$ cat config.mk
export PLATFORM = sky130hd
export DESIGN_NAME = ps2_frame_rx
export DESIGN_NICKNAME = d
export VERILOG_FILES = /design/src/rtl/ps2_frame_rx_pkg.sv /design/src/rtl/ps2_frame_rx_clk_filter.sv /design/src/rtl/ps2_frame_rx.sv
export SDC_FILE = /design/constraint.sdc
export NUM_CORES = 1
export LEC_CHECK = 0
export CAP_MARGIN = 20
export CORE_MARGIN = 3
export CORE_UTILIZATION = 50
export CTS_CLUSTER_SIZE = 12
export DETAILED_ROUTE_END_ITERATION = 10
export PLACE_DENSITY = 0.81
export SYNTH_ARGS = -nofsm -noshare
export SYNTH_HDL_FRONTEND = slang
export SYNTH_HIERARCHICAL = 1
export SYNTH_SLANG_ARGS = --single-unit
$ cat constraint.sdc
create_clock -name clk -period 3.3 [get_ports clk]
set_input_delay 0.66 -clock clk [delete_from_list [all_inputs] [get_ports clk]]
set_output_delay 0.66 -clock clk [all_outputs]
set_load 0.01 [all_outputs]
$ cat src/rtl/ps2_frame_rx_pkg.sv
// Shared types and constants for the PS/2 frame receiver.
// Frame parity checking is compiled in by defining PS2_PARITY_CHECK_EN.
package ps2_pkg;

  typedef enum logic [1:0] {
    IDLE = 2'd0,
    DATA = 2'd1,
    DONE = 2'd2
  } state_e;

  localparam int FRAME_BITS = 11;
  localparam int DATA_BITS  = 8;

  localparam logic [7:0] BREAK_CODE = 8'hF0;
  localparam logic [7:0] EXT_CODE   = 8'hE0;

  // True when the data byte and its parity bit hold an odd number of ones.
  function automatic logic odd_parity_ok(input logic [7:0] data, input logic par);
    return ^{data, par};
  endfunction

endpackage

$ cat src/rtl/ps2_frame_rx_clk_filter.sv
// Input conditioning for the PS/2 lines: 2-FF synchronisers, a FILTER_LEN
// sample glitch filter on ps2c, and a falling-edge pulse on the filtered clock.
module ps2_clk_filter #(
  parameter int FILTER_LEN = 8
) (
  input  logic clk,
  input  logic reset,
  input  logic ps2c,
  input  logic ps2d,
  output logic clk_filt,
  output logic fall_edge,
  output logic data_sync
);

  logic                  c_meta_q, c_sync_q;
  logic                  d_meta_q, d_sync_q;
  logic [FILTER_LEN-1:0] hist_q, hist_d;
  logic                  filt_q, filt_d;
  logic                  fall_q, fall_d;

  // Filtered clock only moves once the whole sample history agrees.
  always_comb begin
    hist_d = {hist_q[FILTER_LEN-2:0], c_sync_q};
    if (&hist_d) begin
      filt_d = 1'b1;
    end else if (~|hist_d) begin
      filt_d = 1'b0;
    end else begin
      filt_d = filt_q;
    end
    fall_d = filt_q & ~filt_d;
  end

  // Synchronisers, history and edge registers; idle bus level is high.
  always_ff @(posedge clk or posedge reset) begin
    if (reset) begin
      c_meta_q <= 1'b1;
      c_sync_q <= 1'b1;
      d_meta_q <= 1'b1;
      d_sync_q <= 1'b1;
      hist_q   <= '1;
      filt_q   <= 1'b1;
      fall_q   <= 1'b0;
    end else begin
      c_meta_q <= ps2c;
      c_sync_q <= c_meta_q;
      d_meta_q <= ps2d;
      d_sync_q <= d_meta_q;
      hist_q   <= hist_d;
      filt_q   <= filt_d;
      fall_q   <= fall_d;
    end
  end

  assign clk_filt  = filt_q;
  assign fall_edge = fall_q;
  assign data_sync = d_sync_q;

endmodule

$ cat src/rtl/ps2_frame_rx.sv
// PS/2 device-to-host frame receiver: start, 8 data bits LSB first, odd parity, stop.
// Define PS2_PARITY_CHECK_EN to reject frames with a bad parity bit.
module ps2_frame_rx
  import ps2_pkg::*;
#(
  parameter int FILTER_LEN     = 8,
  parameter int TIMEOUT_CYCLES = 20000
) (
  input  logic                 clk,
  input  logic                 reset,
  input  logic                 ps2d,
  input  logic                 ps2c,
  input  logic                 rx_en,
  output logic                 rx_done_tick,
  output logic [DATA_BITS-1:0] dout,
  output logic                 frame_err
);

  localparam int             TW      = $clog2(TIMEOUT_CYCLES);
  localparam logic [TW-1:0]  TO_LAST = TW'(TIMEOUT_CYCLES - 1);

  logic                  clk_filt_s;
  logic                  fall_s;
  logic                  sd_s;
  logic [FRAME_BITS-2:0] shift_in_s;
  logic                  frame_ok_s;

  state_e                state_q, state_d;
  logic [3:0]            bit_cnt_q, bit_cnt_d;
  logic [TW-1:0]         to_cnt_q, to_cnt_d;
  logic [FRAME_BITS-2:0] shift_q, shift_d;
  logic [DATA_BITS-1:0]  dout_q, dout_d;
  logic                  tick_q, tick_d;
  logic                  err_q, err_d;

  ps2_clk_filter #(
    .FILTER_LEN (FILTER_LEN)
  ) u_filter (
    .clk       (clk),
    .reset     (reset),
    .ps2c      (ps2c),
    .ps2d      (ps2d),
    .clk_filt  (clk_filt_s),
    .fall_edge (fall_s),
    .data_sync (sd_s)
  );

  // Shifted view after the current edge: [9]=stop, [8]=parity, [7:0]=data.
  assign shift_in_s = {sd_s, shift_q[FRAME_BITS-2:1]};

  // Frame verdict on the word that will sit in the shift register during DONE.
  always_comb begin
`ifdef PS2_PARITY_CHECK_EN
    frame_ok_s = shift_in_s[9] & odd_parity_ok(shift_in_s[7:0], shift_in_s[8]);
`else
    frame_ok_s = shift_in_s[9];
`endif
  end

  // Next-state logic. The DONE verdict is registered on the stop-bit edge so
  // the tick/error pulse and the new dout are visible exactly while in DONE.
  always_comb begin
    state_d   = state_q;
    bit_cnt_d = bit_cnt_q;
    to_cnt_d  = to_cnt_q;
    shift_d   = shift_q;
    dout_d    = dout_q;
    tick_d    = 1'b0;
    err_d     = 1'b0;
    case (state_q)
      IDLE: begin
        to_cnt_d = '0;
        if (fall_s && rx_en && !sd_s) begin
          state_d   = DATA;
          bit_cnt_d = 4'd9;
        end else begin
          state_d = IDLE;
        end
      end
      DATA: begin
        if (fall_s) begin
          shift_d  = shift_in_s;
          to_cnt_d = '0;
          if (bit_cnt_q == 4'd0) begin
            state_d = DONE;
            if (frame_ok_s) begin
              tick_d = 1'b1;
              dout_d = shift_in_s[DATA_BITS-1:0];
            end else begin
              err_d = 1'b1;
            end
          end else begin
            bit_cnt_d = bit_cnt_q - 4'd1;
          end
        end else if (to_cnt_q == TO_LAST) begin
          err_d     = 1'b1;
          state_d   = IDLE;
          shift_d   = '0;
          to_cnt_d  = '0;
          bit_cnt_d = 4'd0;
        end else begin
          to_cnt_d = to_cnt_q + {{(TW-1){1'b0}}, 1'b1};
        end
      end
      DONE: begin
        state_d   = IDLE;
        bit_cnt_d = 4'd0;
        to_cnt_d  = '0;
      end
      default: begin
        state_d   = IDLE;
        bit_cnt_d = 4'd0;
        to_cnt_d  = '0;
      end
    endcase
  end

  // State, counters, shift register and registered outputs.
  always_ff @(posedge clk or posedge reset) begin
    if (reset) begin
      state_q   <= IDLE;
      bit_cnt_q <= 4'd0;
      to_cnt_q  <= '0;
      shift_q   <= '0;
      dout_q    <= '0;
      tick_q    <= 1'b0;
      err_q     <= 1'b0;
    end else begin
      state_q   <= state_d;
      bit_cnt_q <= bit_cnt_d;
      to_cnt_q  <= to_cnt_d;
      shift_q   <= shift_d;
      dout_q    <= dout_d;
      tick_q    <= tick_d;
      err_q     <= err_d;
    end
  end

  assign rx_done_tick = tick_q;
  assign dout         = dout_q;
  assign frame_err    = err_q;

endmodule

==> results.md, run 1 <==
- VDD IR-drop max: 0.3454 mV
- Seq pwr share: 0.623
- Tmin final: 1990 ps
- Least-Margin Pin Slew: 547.5 ps
- Starting DRT DRC Count: 98
- Final wirelength: 3871 µm
- Worst EP arrival: 2180 ps
- RSZ-0062 raised after global routing: false
- TritonCTS Sinks: 53
- DRC Markers: 0
- Vias in the first global route: 1482
- Switching share of power: 0.2575
- Final TNS setup: 0 ps
- Top FF cell, synth: dfrtp_1
- Mean Syn Cell Area: 12.25 µm²
- Setup violators final: 0
- Worst flop-to-flop path startpoint: to_cnt_q[0]
- Gate power share: 0.066
- CP Class: reg -> reg
- Placed Instances: 239
- Max Cap Violations: 0
- Crit start category: flop
- Power Density: 480.9 nW/µm²
- Die H: 72.40 µm
- Initial antenna violation count: 0
- HPWL Detailed: 2785 µm
- Post-Synthesis Cell Area: 2205 µm²
- Root buffer cell: clkbuf_8
- Reg2reg setup slack: 1310 ps
- R2r worst-path depth: 5
- Clk pwr share: 0.311
- ANT cells: 0
- Overflow after GRT: 0
- Vias post-DR: 1451
- WL/cell: 15.67 µm
- Syn nets: 187
- EDFF count, synth: 0
- Post-CTS Setup Inserts: 0
- Critical Path Fanout Max: 14
- Leak: 1.128 nW
- Die width: 72.40 µm
- Post_cts resized: 0
- IO Port Bufs: 14
- P_int: 883.6 µW
- Asr flop ratio synth: 1.000
- Layout cells sized above 1: 0.1675
- Min-delay src: u_filter/c_meta_q
- Worst Hold Class: reg -> reg
- Hold buffers post-CTS: 0
- Relative slew margins: 0.6343
- Area after DPL: 2381 µm²
- Worst Skew: 12.10 ps
- Initial Util: 0.5357
- Core ar.: 4115 µm²
- Psw: 306.5 µW
- TritonCTS clock tree: yes
- Final period util: 0.6031
- Commonest cells after routing, fill and taps aside: dfrtp_1, nor2_1, clkdlybuf4s50_1
- Clk Latency, worst-skew pair: 310 ps
- Hold path endpoint: u_filter/c_sync_q
- Worst flop-to-flop path endpoint: bit_cnt_q[3]
- Setup crit end kind: flop
- Finished Layout Cells: 247
- Data required, critical path: 3490 ps
- Synth area leaders: dfrtp_1, dfstp_2, xor2_1
- First-pass GRT wire length: 6720 µm
- Hold Vio Cnt, Final: 0
- Drt via density: 5.874
- Cell area after layout: 2475 µm²
- I/O pin count: 15
- Seq/Total Area, Yosys: 0.6084
- Register bit count reported by yosys: 53
- H-tree depth: 2
- Reg clk slew, reported paths: 100 ps
- Site row count: 23
- Initial DRT Pass Iterations: 4
- Final Wtd Congestion: 0.8443
- Nets: 203
- CTS Buffer Depth: 2
- Die area: 5242 µm²
- Antenna viol nets, final: 0
- Synth Instances: 180
- Critical path origin: to_cnt_q[0]
- Worst hold margin: 361.4 ps
- Most common cell after layout, fill and taps aside: dfrtp_1
- Yosys warns: 6
- Synth unique cells: 43
- Synth top area share: 0.4654
- FMAX: 0.5025 GHz
- Run status: completed
- Worst hold path stage count: 0
- Area grow syn2layout: 12.26%
- Slew Limit Fails: 0
- Largest net degree at the start of global routing: 41
- Total CTS buffers: 5
- GR Util All Layers: 0.1675
- Area leader, netlist: dfrtp_1
[how the worst max path moves through the flow]
stage	to	cells after the start	slack, ps
final	bit_cnt_q[3]	5	1310
after detailed placement	bit_cnt_q[2]	5	1120
after global routing	to_cnt_q[9]	5	1070
after CTS	bit_cnt_q[3]	5	1320
after floorplan	bit_cnt_q[2]	6	1580
after global placement	bit_cnt_q[2]	5	1180
[state kept, by name, indices dropped and copies added (netlist names)]
| signal | count |
|---|---|
| dout | 8 |
| u_filter/fall_edge | 1 |
| u_filter/data_sync | 1 |
| u_filter/hist_q | 7 |
| u_filter/clk_filt | 1 |
| bit_cnt_q | 4 |
| u_filter/c_meta_q | 1 |
| rx_done_tick | 1 |
| frame_err | 1 |
| u_filter/d_meta_q | 1 |
| to_cnt_q | 15 |
| state_q | 2 |
| shift_q | 9 |
| u_filter/c_sync_q | 1 |
[per-layer routing]
layer	GRT usage	share of wire	vias up
met2	0.2801	0.50	38
li1	-	-	679
met5	0	0	-
met1	0.1996	0.42	721
met4	0.06967	0.024	0
met3	0.05402	0.046	13
[power groups by stage]
stage               Sequential (mW)  Clock, mW  Combinational, mW
floorplan                     0.734          0             0.0718
global placement              0.748          0             0.0759
CTS                           0.740      0.381             0.0811
global route                  0.749      0.404             0.0890
finish                        0.742      0.370             0.0787
detailed placement            0.752          0             0.0804
[synth_stat cells, types with 2 or more instances]
| cell | instances |
|---|---|
| and2_1 | 2 |
| buf_2 | 3 |
| inv_1 | 6 |
| ha_1 | 2 |
| xor2_1 | 12 |
| nand2_1 | 11 |
| and3_1 | 6 |
| nor3_1 | 3 |
| a22o_1 | 9 |
| nand4_1 | 9 |
| a21oi_1 | 2 |
| mux2_2 | 7 |
| nor4_1 | 2 |
| nand4b_1 | 2 |
| nor2_1 | 16 |
| nor4_2 | 2 |
| dfstp_2 | 12 |
| nand3_1 | 6 |
| dfrtp_1 | 41 |
| and4_1 | 4 |
[metrics by stage]
step	utilization	setup WS, ps	total power [mW]
3_3_place_gp	0.5786	1182	0.8240
6_report	0.6014	1310	1.190
5_1_grt	0.6014	1067	1.242
4_1_cts	0.6014	1323	1.202
3_5_place_dp	0.5786	1123	0.8322
2_1_floorplan	-	1585	0.8055
[critical path: stages, from the launching register on]
cell and delay, ps:
dfrtp_1 430, ha_1 230, and4_1 340, nand4_1 290, nand2_1 450, o22ai_1 130
[cell families (layout without fill, tap and decap cells)]
kind of cell | Yosys count | count (layout) | share of synthesized area
compound gates | 20 | 20 | 0.07606
xor+xnor | 13 | 13 | 0.05165
fa+ha+maj | 2 | 2 | 0.01135
buf+inv | 13 | 30 | 0.02723
flops | 53 | 53 | 0.6084
mux | 8 | 8 | 0.04086
simple gates | 71 | 71 | 0.1845
[final cells by class]
class | count | area, µm²
tap | 50 | 62.56
fill | 332 | 1640
inverter | 7 | 26.28
clock buffer | 5 | 68.82
multi-input combinational | 114 | 803.3
clock inverter | 3 | 25.02
timing repair buffer | 15 | 147.6
sequential | 53 | 1341
Note: power is estimated with default switching activity, not from simulation.
==> inputs of run 2 (changes only) <==
- PLACE_DENSITY: 0.81 -> 0.84
- clock period: 3.3 -> 1.6 ns (I/O delays scaled with it)
==> run 2 against run 1 <==
Net effect:
- the run now ends with negative setup slack left
- core utilization grew 7.3 points
- register-to-register slack got worse by 1300 ps
- sequential share of layout area decreased by 5.8 points
- combinational power increased to 3.3 times the previous value
- critical path depth is 1 higher
- final cell count up 11%
- total power grew 120%
- via count is 8.5% higher
- global-route usage up 0.86 points
- clock power increased by 130%
- cell area up 12%
- critical path type unchanged
- critical endpoint is now bit_cnt_q[2]
- highest routed layer unchanged
==> results.md, run 2 (synthesis results as in run 1) <==
- Core ar.: 4115 µm²
- Die width: 72.40 µm
- Crit start category: flop
- Overflow after GRT: 0
- Root buffer cell: clkbuf_8
- Initial DRT Pass Iterations: 4
- Reg with most FFs: to_cnt_q
- Largest net degree at the start of global routing: 41
- CTS Buffer Depth: 2
- TritonCTS Sinks: 53
- Final period util: 1.001
- Starting DRT DRC Count: 91
- Final Wtd Congestion: 0.8634
- Power Density: 943.0 nW/µm²
- Layout cells sized above 1: 0.3139
- First-pass GRT wire length: 7086 µm
- Worst Hold Class: in -> async
- TritonCTS clock tree: yes
- Placed Instances: 262
- Max Cap Violations: 0
- Setup violators final: 1
- Failing checks: negative setup slack
- Slew Limit Fails: 0
- Run status: complete, but fails checks
- Tmin final: 1602 ps
- FMAX: 0.6243 GHz
- Relative slew margins: 0.7120
- Fin worst setup slack: -1.842 ps
- R2r worst-path depth: 6
- Max FFs per register: 15
- DRC Markers: 0
- Commonest cells after routing, fill and taps aside: dfrtp_1, buf_4, nor2_1
- Clk Latency, worst-skew pair: 310 ps
- Vias in the first global route: 1501
- Die area: 5242 µm²
- Initial antenna violation count: 0
- Critical Path Fanout Max: 2
- Leak: 1.286 nW
- Worst hold margin: 330.1 ps
- VDD IR-drop max: 0.5088 mV
- Total CTS buffers: 5
- Hold Vio Cnt, Final: 0
- WL/cell: 15.77 µm
- Worst EP arrival: 1840 ps
- Site row count: 23
- I/O pin count: 15
- HPWL Detailed: 2745 µm
- Data required, critical path: 1840 ps
- GR Util All Layers: 0.1761
- H-tree depth: 2
- Setup crit end kind: flop
- Setup WS pre-CTS: -82.48 ps
- Reg clk slew, reported paths: 90 ps
- RSZ-0062 raised after global routing: true
- Nets: 229
- Least-Margin Pin Slew: 431.6 ps
- ANT cells: 0
- CP Class: reg -> reg
- Drt via density: 5.766
- Hold buffers post-CTS: 0
- Die H: 72.40 µm
- IO Port Bufs: 14
- Finished Layout Cells: 273
- Worst Skew: 8.088 ps
- Most common cell after layout, fill and taps aside: dfrtp_1
- Area grow syn2layout: 25.82%
- Vias post-DR: 1574
- Initial Util: 0.5357
- Final wirelength: 4305 µm
- Antenna viol nets, final: 0
[run 2: final timing paths]
check | from | end | slack (ps)
setup / recovery | bit_cnt_q[1] | bit_cnt_q[2] | -2
hold / removal | reset | u_filter/fall_edge | 330
setup reg to reg | bit_cnt_q[1] | bit_cnt_q[2] | -2
hold reg to reg | u_filter/c_meta_q | u_filter/c_sync_q | 360
max in group asynchronous | reset | u_filter/hist_q[2] | 940
min in group clk | u_filter/c_meta_q | u_filter/c_sync_q | 360
[run 2: critical path, cell delays in order, from the launching register on]
cell and delay [ps]:
dfrtp_1 380, inv_2 60, ha_4 150, and4bb_1 220, a22o_4 250, or4_1 400, nand4_1 80
[run 2: what timing repair did]
action                     in CTS  in global routing
buffers inserted                0                  1
resized for setup               4                 13
pin swaps                       0                  3
setup endpoints to repair      18                 36
hold endpoints to repair        0                  0
cloned                          0                  2
[run 2: cell type report]
| class | count | area, µm² |
|---|---|---|
| flip-flops and latches | 53 | 1341 |
| clock buffers | 6 | 93.84 |
| inverters | 7 | 28.78 |
| well taps | 50 | 62.56 |
| fillers | 315 | 1341 |
| multi-input cells | 116 | 893.4 |
| repair buffers | 39 | 340.3 |
| clock inverters | 2 | 13.76 |
[run 2: metrics by stage]
| stage | area (µm²) | TNS, ps | utilization | power, mW |
|---|---|---|---|---|
| 2_1_floorplan | 2210 | 0 | - | 1.662 |
| 3_3_place_gp | 2571 | -43.48 | 0.6248 | 1.764 |
| 3_5_place_dp | 2571 | -450.8 | 0.6248 | 1.774 |
| 4_1_cts | 2701 | 0 | 0.6564 | 2.632 |
| 5_1_grt | 2774 | -455.3 | 0.6741 | 2.731 |
| 6_report | 2774 | -1.842 | 0.6741 | 2.616 |
[run 2: power by group]
| group | switching (mW) | internal (mW) | leakage (nW) |
|---|---|---|---|
| registers | 0.0737 | 1.43 | 0.664 |
| logic | 0.132 | 0.126 | 0.565 |
| clock network | 0.445 | 0.406 | 0.0567 |
[run 2: metal layers]
layer	GRT usage	part of all wire	vias to the layer above
met5	0	0	-
met4	0.06762	0.016	0
met3	0.03740	0.042	8
met2	0.2781	0.49	32
met1	0.2397	0.46	795
li1	-	-	739
==> inputs of run 3 (changes only) <==
--- a/config.mk
+++ b/config.mk
@@ -6,4 +6,5 @@
 export NUM_CORES = 1
 export LEC_CHECK = 0
+export ABC_CLOCK_PERIOD_IN_PS = 1600
 export CAP_MARGIN = 20
 export CORE_MARGIN = 3
@@ -12,4 +13,5 @@
 export DETAILED_ROUTE_END_ITERATION = 10
 export PLACE_DENSITY = 0.84
+export SETUP_SLACK_MARGIN = 0.02
 export SYNTH_ARGS = -nofsm -noshare
 export SYNTH_HDL_FRONTEND = slang
==> constraint.sdc (replaced) <==
create_clock -name clk -period 1.6 [get_ports clk]
set_input_delay 0.32 -clock clk [delete_from_list [all_inputs] [get_ports clk]]
set_output_delay 0.32 -clock clk [all_outputs]
set_load 0.1 [all_outputs]
==> run 3 against run 2 <==
Net effect:
- the run still ends with negative setup slack left
- sequential power barely moved
- hold slack got worse by 5.5 ps
- highest routed layer unchanged
- register-to-register slack about the same
- sequential cell count is the same
- clock power about the same
- final cell count did not move
- largest cell class unchanged
- die area stayed put
- worst setup slack got worse by 2.3 ps
- cell area increased by 3.7%
- wire length shrank 1.0%
- fmax fell by 0.15%
==> results.md, run 3 (synthesis results as in run 1) <==
- Crit start category: flop
- Overflow after GRT: 0
- Hold buffers post-CTS: 0
- IO Port Bufs: 14
- CP max-delay cell: or4_4
- Layout cells sized above 1: 0.3722
- Site row count: 23
- TritonCTS clock tree: yes
- Die width: 72.40 µm
- Switching share of power: 0.2519
- Antenna viol nets, final: 0
- Vias in the first global route: 1486
- Routed length on met1: 2048 µm
- GR Util All Layers: 0.1729
- Worst EP arrival: 1850 ps
- Power Density: 911.3 nW/µm²
- Seq pwr share: 0.579
- Worst Hold Class: in -> async
- Slew Limit Fails: 0
- Design Power: 2.620 mW
- Total CTS buffers: 5
- Max Cap Violations: 0
- Gate power share: 0.095
- Top cell family by delay on the critical path: simple AND/OR/NAND/NOR gates
- Die H: 72.40 µm
- Critical Path Fanout Max: 2
- Tmin final: 1604 ps
- Nets: 229
- Worst Skew: 4.854 ps
- Die area: 5242 µm²
- ANT cells: 0
- Final wirelength: 4261 µm
- Clk Latency, worst-skew pair: 310 ps
- Reg with most FFs: to_cnt_q
- DR WL met2: 2011 µm
- Core ar.: 4115 µm²
- Hold Vio Cnt, Final: 0
- Commonest cells after routing, fill and taps aside: dfrtp_1, buf_4, nor2_1
- Worst Path Buf+Inv: 1
- Relative slew margins: 0.7135
- DRC Markers: 0
- Area grow syn2layout: 30.42%
- CP max stage delay: 410 ps
- Starting DRT DRC Count: 111
- Final Wtd Congestion: 0.8570
- Max FFs per register: 15
- Final period util: 1.003
- Run status: complete, but fails checks
- CTS Buffer Depth: 2
- Fin util: 0.6987
- Setup violators final: 2
- HPWL Detailed: 2839 µm
- Fin worst setup slack: -4.178 ps
- Setup WS pre-CTS: -84.29 ps
- Failing checks: negative setup slack
- Initial antenna violation count: 0
- P_int: 1.960 mW
- Layout fillers: 285
- Initial Util: 0.5357
- TritonCTS Sinks: 53
- Clk pwr share: 0.326
- VDD IR-drop max: 0.7086 mV
- Most common cell after layout, fill and taps aside: dfrtp_1
- RSZ-0062 raised after global routing: true
- Largest net degree at the start of global routing: 41
- Initial DRT Pass Iterations: 4
- Psw: 660.0 µW
- Metal3 WL: 158 µm
- Leak: 1.333 nW
- Worst-path cell chain: inv_2, ha_4, and4bb_1, a22o_4, or4_4, nand4_1
- Top sig layer: met4
- FMAX: 0.6234 GHz
- I/O pin count: 15
- Setup crit end kind: flop
- Vias post-DR: 1508
- Drt via density: 5.524
- Least-Margin Pin Slew: 429.3 ps
- CP Class: reg -> reg
- Data required, critical path: 1850 ps
- Root buffer cell: clkbuf_8
- Final TNS setup: -5.754 ps
- First-pass GRT wire length: 7024 µm
- WL/cell: 15.61 µm
- H-tree depth: 2
- Reg clk slew, reported paths: 90 ps
-- run 3: cell type report --
class	instances	area, µm²	share of cell area
flip-flops and latches	53	1341	0.4665
multi-input cells	116	895.9	0.3116
repair buffers	39	440.4	0.1532
clock buffers	6	93.84	0.03264
well taps	50	62.56	0.02176
inverters	7	26.28	0.009138
clock inverters	2	15.01	0.005222
-- run 3: worst paths after layout --
path,start,endpoint,slack [ps],cells after the start
min,reset,u_filter/fall_edge,320,2
max reg2reg,bit_cnt_q[1],bit_cnt_q[2],-4,6
max in group asynchronous,reset,u_filter/hist_q[3],950,2
min in group clk,u_filter/c_meta_q,u_filter/c_sync_q,360,0
max,bit_cnt_q[1],bit_cnt_q[2],-4,6
min reg2reg,u_filter/c_meta_q,u_filter/c_sync_q,360,0
-- run 3: layer usage --
| metal | up-vias | GRT usage |
|---|---|---|
| met5 | - | 0 |
| met1 | 743 | 0.2541 |
| li1 | 731 | - |
| met3 | 5 | 0.03740 |
| met4 | 0 | 0.05738 |
| met2 | 29 | 0.2558 |
-- run 3: what timing repair did --
item | CTS | global route
setup endpoints to repair | 19 | 21
resized for setup | 6 | 9
gates cloned | 1 | 1
setup buffers | 2 | 1
pin swaps | 1 | 3
-- run 3: through the flow --
stage | cell area (µm²) | std cells | hold WS (ps)
after global placement | 2666 | 260 | 346.4
after CTS | 2816 | 271 | 333.4
after floorplan | 2220 | 180 | 188.4
after global routing | 2875 | 273 | 365.4
after detailed placement | 2666 | 260 | 348.5
final | 2875 | 273 | 324.6
-- run 3: power by group through the flow --
stage | clock network [mW] | logic, mW | registers [mW]
6_report | 0.854 | 0.249 | 1.52
5_1_grt | 0.924 | 0.275 | 1.53
4_1_cts | 0.867 | 0.241 | 1.51
3_3_place_gp | 0 | 0.227 | 1.52
3_5_place_dp | 0 | 0.235 | 1.53
2_1_floorplan | 0 | 0.148 | 1.51
